<file path="config.mk">
export PLATFORM = sky130hd
export DESIGN_NAME = rvfi_htif_responder
export DESIGN_NICKNAME = d
export VERILOG_FILES = /design/src/rtl/rvfi_pkg.sv /design/src/rtl/rvfi_htif_responder.sv
export SDC_FILE = /design/constraint.sdc
export NUM_CORES = 1
export LEC_CHECK = 0
export ABC_AREA = 0
export BUFFER_PORTS_ARGS = -buffer_cell sky130_fd_sc_hd__clkbuf_2
export CORE_AREA = 2 2 234 236
export CTS_CLUSTER_SIZE = 20
export DETAILED_ROUTE_END_ITERATION = 7
export DIE_AREA = 0 0 236 238
export HOLD_SLACK_MARGIN = 0.1
export PLACE_DENSITY_LB_ADDON = 0.25
export SLEW_MARGIN = 20
export SYNTH_ARGS = -nofsm -noshare
export SYNTH_HDL_FRONTEND = slang
export SYNTH_SLANG_ARGS = --single-unit
</file>
<file path="constraint.sdc">
create_clock -name clk_i -period 23.5 [get_ports clk_i]
set_input_delay 1.175 -clock clk_i [delete_from_list [all_inputs] [get_ports clk_i]]
set_output_delay 1.175 -clock clk_i [all_outputs]
set_load 0.03 [all_outputs]
</file>
<file path="src/rtl/rvfi_pkg.sv">
// RVFI commit-record type, reduced to the memory-write fields the HTIF responder
// consumes.
package rvfi_pkg;

    localparam int unsigned XLEN = 64;

    typedef struct packed {
        logic              valid;
        logic [XLEN-1:0]   mem_addr;
        logic [XLEN/8-1:0] mem_wmask;
        logic [XLEN-1:0]   mem_wdata;
    } rvfi_instr_t;

endpackage

</file>
<file path="src/rtl/rvfi_htif_responder.sv">
// Host-side HTIF responder: snoops RVFI stores to tohost, decodes exit/putchar
// commands and acknowledges each one by clearing tohost and writing fromhost.
module rvfi_htif_responder #(
    parameter int unsigned NR_COMMIT_PORTS = 2,
    parameter int unsigned FIFO_DEPTH      = 4,
    parameter int unsigned XLEN            = 64
) (
    input  logic                                      clk_i,
    input  logic                                      rst_ni,
    input  rvfi_pkg::rvfi_instr_t [NR_COMMIT_PORTS-1:0] rvfi_i,
    input  logic [63:0]                               tohost_addr_i,
    input  logic [63:0]                               fromhost_addr_i,
    output logic                                      req_o,
    output logic [63:0]                               req_addr_o,
    output logic [63:0]                               req_wdata_o,
    input  logic                                      gnt_i,
    output logic                                      char_valid_o,
    output logic [7:0]                                char_o,
    output logic                                      exit_valid_o,
    output logic [62:0]                               exit_code_o,
    output logic                                      unsupported_o,
    output logic                                      overflow_o
);

    localparam int unsigned PTR_W = $clog2(FIFO_DEPTH);
    localparam int unsigned CNT_W = PTR_W + 1;

    typedef enum logic [2:0] {
        IDLE,
        DECODE,
        CLR_TO,
        WR_FROM,
        DONE
    } state_e;

    // ------------------------------------------------------------------
    // Detection and multi-push FIFO
    // ------------------------------------------------------------------
    logic [NR_COMMIT_PORTS-1:0] detect;
    logic [NR_COMMIT_PORTS-1:0] push_en;
    logic [PTR_W-1:0]           push_slot [NR_COMMIT_PORTS];
    logic [CNT_W-1:0]           n_push;
    logic [CNT_W-1:0]           free_slots;
    logic                       overflow_set;
    logic                       pop;

    logic [XLEN-1:0]  fifo_mem [FIFO_DEPTH];
    logic [PTR_W-1:0] wr_ptr_q, rd_ptr_q;
    logic [CNT_W-1:0] count_q;

    always_comb begin
        for (int p = 0; p < int'(NR_COMMIT_PORTS); p++) begin
            detect[p] = rvfi_i[p].valid
                     && (rvfi_i[p].mem_addr == tohost_addr_i)
                     && (rvfi_i[p].mem_wmask != '0)
                     && (rvfi_i[p].mem_wdata != '0)
                     && (tohost_addr_i != '0);
        end
    end

    // A slot freed by this cycle's pop is available to this cycle's pushes;
    // ports claim slots in ascending order so later ports are the ones dropped.
    // NOTE: every signal written here gets a default first so no latch is inferred.
    always_comb begin
        n_push       = '0;
        overflow_set = 1'b0;
        push_en      = '0;
        free_slots   = CNT_W'(FIFO_DEPTH) - count_q + CNT_W'(pop);
        for (int p = 0; p < int'(NR_COMMIT_PORTS); p++) begin
            push_slot[p] = '0;
        end
        for (int p = 0; p < int'(NR_COMMIT_PORTS); p++) begin
            if (detect[p]) begin
                if (n_push < free_slots) begin
                    push_en[p]   = 1'b1;
                    push_slot[p] = wr_ptr_q + PTR_W'(n_push);
                    n_push       = n_push + CNT_W'(1);
                end else begin
                    overflow_set = 1'b1;
                end
            end
        end
    end

    // NOTE: state registers use non-blocking assignments only.
    always_ff @(posedge clk_i or negedge rst_ni) begin
        if (!rst_ni) begin
            wr_ptr_q   <= '0;
            rd_ptr_q   <= '0;
            count_q    <= '0;
            overflow_o <= 1'b0;
        end else begin
            wr_ptr_q <= wr_ptr_q + PTR_W'(n_push);
            rd_ptr_q <= rd_ptr_q + PTR_W'(pop);
            count_q  <= count_q + n_push - CNT_W'(pop);
            if (overflow_set) begin
                overflow_o <= 1'b1;
            end
        end
    end

    // NOTE: FIFO storage is not reset; occupancy is tracked by count_q alone.
    always_ff @(posedge clk_i) begin
        for (int p = 0; p < int'(NR_COMMIT_PORTS); p++) begin
            if (push_en[p]) begin
                fifo_mem[push_slot[p]] <= rvfi_i[p].mem_wdata;
            end
        end
    end

    // ------------------------------------------------------------------
    // Command FSM with registered outputs
    // ------------------------------------------------------------------
    state_e          state_q, state_d;
    logic [XLEN-1:0] cmd_q, cmd_d;
    logic            req_d;
    logic [63:0]     req_addr_d, req_wdata_d;
    logic            char_valid_d, exit_valid_d, unsupported_d;
    logic [7:0]      char_d;
    logic [62:0]     exit_code_d;
    logic            is_exit, is_putchar;

    assign is_exit    = (cmd_q[63:56] == 8'd0) && cmd_q[0];
    assign is_putchar = (cmd_q[63:56] == 8'd1) && (cmd_q[55:48] == 8'd1);

    always_comb begin
        state_d       = state_q;
        cmd_d         = cmd_q;
        pop           = 1'b0;
        req_d         = req_o;
        req_addr_d    = req_addr_o;
        req_wdata_d   = req_wdata_o;
        char_valid_d  = 1'b0;
        char_d        = char_o;
        exit_valid_d  = 1'b0;
        exit_code_d   = exit_code_o;
        unsupported_d = unsupported_o;

        unique case (state_q)
            IDLE: begin
                if (count_q != '0) begin
                    pop     = 1'b1;
                    cmd_d   = fifo_mem[rd_ptr_q];
                    state_d = DECODE;
                end
            end
            DECODE: begin
                if (is_exit) begin
                    exit_valid_d = 1'b1;
                    exit_code_d  = {16'd0, cmd_q[47:1]};
                    state_d      = DONE;
                end else begin
                    if (is_putchar) begin
                        char_valid_d = 1'b1;
                        char_d       = cmd_q[7:0];
                    end else begin
                        unsupported_d = 1'b1;
                    end
                    state_d = CLR_TO;
                end
            end
            CLR_TO: begin
                // First cycle issues the request; the grant chains straight
                // into the fromhost write so req_o never drops in between.
                if (!req_o) begin
                    req_d       = 1'b1;
                    req_addr_d  = tohost_addr_i;
                    req_wdata_d = '0;
                end else if (gnt_i) begin
                    req_addr_d  = fromhost_addr_i;
                    req_wdata_d = {cmd_q[63:48], 48'h1};
                    state_d     = WR_FROM;
                end
            end
            WR_FROM: begin
                if (gnt_i) begin
                    req_d   = 1'b0;
                    state_d = IDLE;
                end
            end
            DONE: begin
                state_d = DONE;
            end
            default: begin
                state_d = IDLE;
            end
        endcase
    end

    always_ff @(posedge clk_i or negedge rst_ni) begin
        if (!rst_ni) begin
            state_q       <= IDLE;
            cmd_q         <= '0;
            req_o         <= 1'b0;
            req_addr_o    <= '0;
            req_wdata_o   <= '0;
            char_valid_o  <= 1'b0;
            char_o        <= '0;
            exit_valid_o  <= 1'b0;
            exit_code_o   <= '0;
            unsupported_o <= 1'b0;
        end else begin
            state_q       <= state_d;
            cmd_q         <= cmd_d;
            req_o         <= req_d;
            req_addr_o    <= req_addr_d;
            req_wdata_o   <= req_wdata_d;
            char_valid_o  <= char_valid_d;
            char_o        <= char_d;
            exit_valid_o  <= exit_valid_d;
            exit_code_o   <= exit_code_d;
            unsupported_o <= unsupported_d;
        end
    end

endmodule

</file>
# Yosys cells after proc, flatten, opt, wreduce, memory -nomap -nowiden

Memories as Yosys holds them, arrays and structs flattened. A register that Yosys moved wholly into a read port is not among the register bits.
Cells that the tools add are included.

Bits in registers: 198
Bits in writable memories: 256
Input port bits: 405
Output and inout bits: 204
Word-level logic and storage cells: 105
Memories kept: 1

Memory list:

| memory   | depth | bits a word | rd ports | clocked after Yosys merged registers in | wr ports | line                      | source |
|---|---|---|---|---|---|---|---|
| fifo_mem | 4     | 64          | 1        | 1                                       | 2        | rvfi_htif_responder.sv:47 | `logic [XLEN-1:0] fifo_mem [FIFO_DEPTH];` |

Add/sub/neg operators: 8
Magnitude comparators: 2
Eq/ne operators: 13
Muxes and demuxes: 39
Bitwise gates (word level): 2
Reductions and logical operators: 27

Operators by type and width:

| kind                                                                         | number |
|---|---|
| 64-bit two-way mux                                                           | 4 |
| 64-bit nonzero test                                                          | 3 |
| 64-bit equality test                                                         | 2 |
| 1-bit two-way mux                                                            | 22 |
| 3-bit two-way mux                                                            | 7 |
| 8-bit by 1-bit equality test with 1-bit output (second input constant)       | 2 |
| 8-bit nonzero test                                                           | 2 |
| 3-bit case mux with 5 select lines                                           | 1 |
| 1-bit logical AND                                                            | 10 |
| 8-bit zero test                                                              | 1 |
| 2-bit two-way mux                                                            | 4 |
| 2-bit inequality test (second input constant)                                | 4 |
| 2-bit AND reduction                                                          | 4 |
| 3-bit by 2-bit equality test with 1-bit output (second input constant)       | 2 |
| 3-bit AND reduction                                                          | 2 |
| 2-bit adder                                                                  | 2 |
| 4-bit AND reduction                                                          | 1 |
| 3-bit by 1-bit adder with 3-bit output                                       | 1 |
| 3-bit by 1-bit adder with 3-bit output (second input constant)               | 1 |
| 3-bit adder                                                                  | 1 |
| 3-bit by 1-bit equality test with 1-bit output (second input constant)       | 1 |
| 3-bit equality test (second input constant)                                  | 1 |
| 3-bit zero test                                                              | 1 |
| 1-bit by 3-bit less-than comparator with 1-bit output (first input constant) | 1 |
| other kinds (10)                                                             | 11 |

# Logic depth before layout (Yosys ltp)

Depth after elaboration: 12
Depth in mapped cells: 19
Depth with buffers taken out: 16

# Least setup slack after synthesis

Ideal clock, no wire load.

Path type: reg2reg
Start: register state_q[1]
End: memory fifo_mem[0][0], enable pin
Setup time: 0.581 ns
Data arrival time: 7.523 ns
Data required time: 22.919 ns
Setup slack: 15.396 ns
Stages on the path, launching flop included: 14
Path buffers: 3
Period minus slack after synthesis: 8.104 ns
Path through: dfrtp_1 -> clkbuf_1 -> nor4_1 -> clkbuf_1 -> inv_1 -> ha_1 -> inv_1 -> ha_1 -> xnor2_1 -> nand2b_1 -> clkbuf_1 -> nor2_1 -> or2_0 -> o31ai_1

RTL lines:

| element                | line                       | source |
|---|---|---|
| start, declared        | rvfi_htif_responder.sv:114 | `state_e state_q, state_d;` |
| start signal, assigned | rvfi_htif_responder.sv:203 | `state_q <= state_d;` |
| end, declared          | rvfi_htif_responder.sv:47  |  |

==> results.tsv <==
metric	value	unit
CP max FO	37	
Final setup viols	0	
post-CTS sizing	0	
DRT Pass-1 Iters	5	
post-synthesis adder-cell area fraction	0.550	%
remaining antenna violation count after routing	0	
Num CTS Buffers	53	
post-synthesis cell type count	56	
Yosys warnings	0	
Final Cell Area	28600	um2
Core ar.	53500	um2
startpoint class of the critical path	input port	
Post-Syn Area	23700	um2
HP Class	flop to flop	
share of layout cells above drive strength 1	47.0	%
RSZ-0062 raised after global routing	no	
simple-gate area share of the yosys netlist	5.15	%
largest net degree at the start of global routing	113	
CTS tree	done	
Routed wire per std cell	28.8	um
nets@finish	2585	
Placement Setup Slack	16660	ps
Crit Path Class	input port to flop	
initial antenna violation count	19	
most frequent cells in the layout	clkbuf_2, mux2_2, edfxtp_1	
initial core utilization	44.2	%
Seq cells post-synth	471	
Post-synth ARST share	45.6	%
main flop type after synthesis	edfxtp_1	
multiplexer area fraction after synthesis	26.7	%
area grow syn2layout	21.0	%
Root Buffer Master	clkbuf_16	
PortBufs	545	
worst hold slack	478	ps
vias per cell	5.62	
die area	56200	um2
final WL	84200	um
Least-Margin Pin Slew	1170	ps
Post-CTS Setup Bufs	0	
crit share post-route	26.7	%
Via Count	16400	
Skew-Pair Late Insertion Delay	620	ps
Cell Pwr Density	99.9	nW/um2
H-tree depth	2	
outcome	completed	
CTS hold repair buffers	0	
fill count	4641	
Fin Setup TNS	0	ps
die extent in y	238	um
Final GP Congestion	0.952	
vias in the first global route	16900	
largest family of logic cells by synthesized area	multiplexers	
Post-synth EDFFs	256	
Total GRT Usage	29.6	%
Crit path required time	23850	ps
Tmin final	6280	ps
gr ovfl total	0	
Final Slew Violations	0	
Post-DP Area	26900	um2
maximum VDD drop	0.0000603	V
clk slew on worst S/H paths	60	ps
compound-cell area share of the yosys netlist	3.76	%
CP endpoint kind	flop	
Iter 0 DRT Violations	1111	
f_max	0.159	GHz
sequential fraction of the synthesis area	55.2	%
DRC Markers	0	
Mapped Avg Cell Area	14.5	um2
Rows	85	
# IOs	609	
Max-slew headroom	21.9	%
most common cell after layout, fill and taps aside	clkbuf_2	
Clock Skew	23.0	ps
clock tree buffer depth	3	
Die X-Extent	236	um
max_cap viols	0	
Non-Filler Instances	2920	
dpl cells	2812	
endpoints failing hold	0	
LEAKAGE	12.3	nW
CTS sink cnt	471	
area of the multi-input gates	9840	um2
post-synthesis xor/xnor area fraction	4.00	%
DP HPWL	62500	um
Synth Instances	1629	
Final Worst Setup Slack	17220	ps
sequential cell area	13100	um2
critical path arrival	6640	ps
first-pass GRT wire length	120000	um
[final timing paths]
path / startpoint / end / slack, ps / cells after the start
worst max-delay path: rvfi_i[20] / fifo_mem[3][51] / 17220 / 15
worst min-delay path: unsupported_o / unsupported_o / 480 / 1
worst max register to register: state_q[1] / fifo_mem[3][51] / 17510 / 17
worst min register to register: unsupported_o / unsupported_o / 480 / 1
max in group asynchronous: rst_ni / req_o / 21320 / 2
min in group asynchronous: rst_ni / req_addr_o[22] / 570 / 1
[routing by layer]
metal	track usage, %	vias to the layer above	routed length, um
met5	0	-	130
li1	-	7208	-
met4	9.28	24	2520
met3	6.86	134	5740
met1	37.2	8418	33600
met2	50.9	640	42200
[logic make-up (layout without fill, tap and decap cells)]
| kind of cell | Yosys count | in the layout |
|---|---|---|
| AOI/OAI and AO/OA | 128 | 128 |
| xor gates and xnor gates | 108 | 108 |
| adders and majority gates | 10 | 10 |
| buffers and inverters | 181 | 706 |
| DFF | 471 | 471 |
| muxes | 504 | 504 |
| other | 1 | 71 |
| and+or+nand+nor | 226 | 226 |
[per-stage QoR]
| step | power, mW | util, % |
|---|---|---|
| 6_report | 2.86 | 53.5 |
| 5_1_grt | 2.99 | 53.5 |
| 3_5_place_dp | 2.05 | 50.2 |
| 2_1_floorplan | 1.74 | - |
| 3_3_place_gp | 2.03 | 50.1 |
| 4_1_cts | 2.89 | 53.5 |
[worst max-delay path: stages]
cell	delay, ps
clkbuf_2	120
nor4_1	900
nand4_1	430
nor4_1	820
nor3_1	200
nand4_1	220
or2_0	590
inv_1	120
ha_1	250
xnor2_1	190
nor2_1	110
o211ai_4	310
buf_16	230
buf_4	510
mux2_2	410
[power breakdown]
part	leakage [nW]	internal, mW	switching (mW)	total (mW)
Sequential	5.01	1.02	0.116	1.13
Clock	0.853	0.487	0.351	0.838
Combinational	6.39	0.361	0.531	0.892
[state kept, by name, indices dropped and copies added (netlist names), 2 cells and up]
name	flops
char_o	8
wr_ptr_q	2
req_wdata_o	17
rd_ptr_q	2
exit_code_o	47
state_q	3
count_q	3
req_addr_o	64
fifo_mem	256
cmd_q	64
[layout make-up]
cell class | instances | area share, %
inverter | 40 | 0.524
tap | 696 | 3.04
multi-input combinational | 1039 | 34.4
sequential | 471 | 45.7
clock buffer | 79 | 5.22
timing repair buffer | 566 | 10.2
clock inverter | 21 | 0.939
antenna | 8 | 0.0699
[Yosys cell counts, types with 2 or more instances]
master     number  area [um2]
mux2_2        312        3510
o21ai_0        65         325
and3_1          2        12.5
xor2_1         91         797
nor4_1         83         519
a221o_1         2        20.0
buf_1          11        41.3
o21bai_1        2        15.0
mux2i_1        65         651
nor3_1          8        40.0
buf_4          63         473
xnor2_1        17         149
o211ai_1        4        30.0
o31ai_1         4        30.0
o211ai_4        4        85.1
o22ai_1         9        56.3
mux4_2         64        1440
clkbuf_1       42         158
edfxtp_1      256        7690
nor2_1         12        45.0
a21oi_1         5        25.0
o2111ai_1       3        26.3
nand4_1        21         131
nor2b_1         3        18.8
nand2b_1        9        56.3
or3_1           2        12.5
a211oi_1        2        15.0
o2bb2ai_1       3        26.3
inv_1          40         150
ha_1            8         100
nand2_1        71         267
dfrtp_1       215        5380
mux2_1         63         709
nand3_1         6        30.0
a22o_1         18         158
buf_6          24         270
Power figures use the tool's default switching activity.
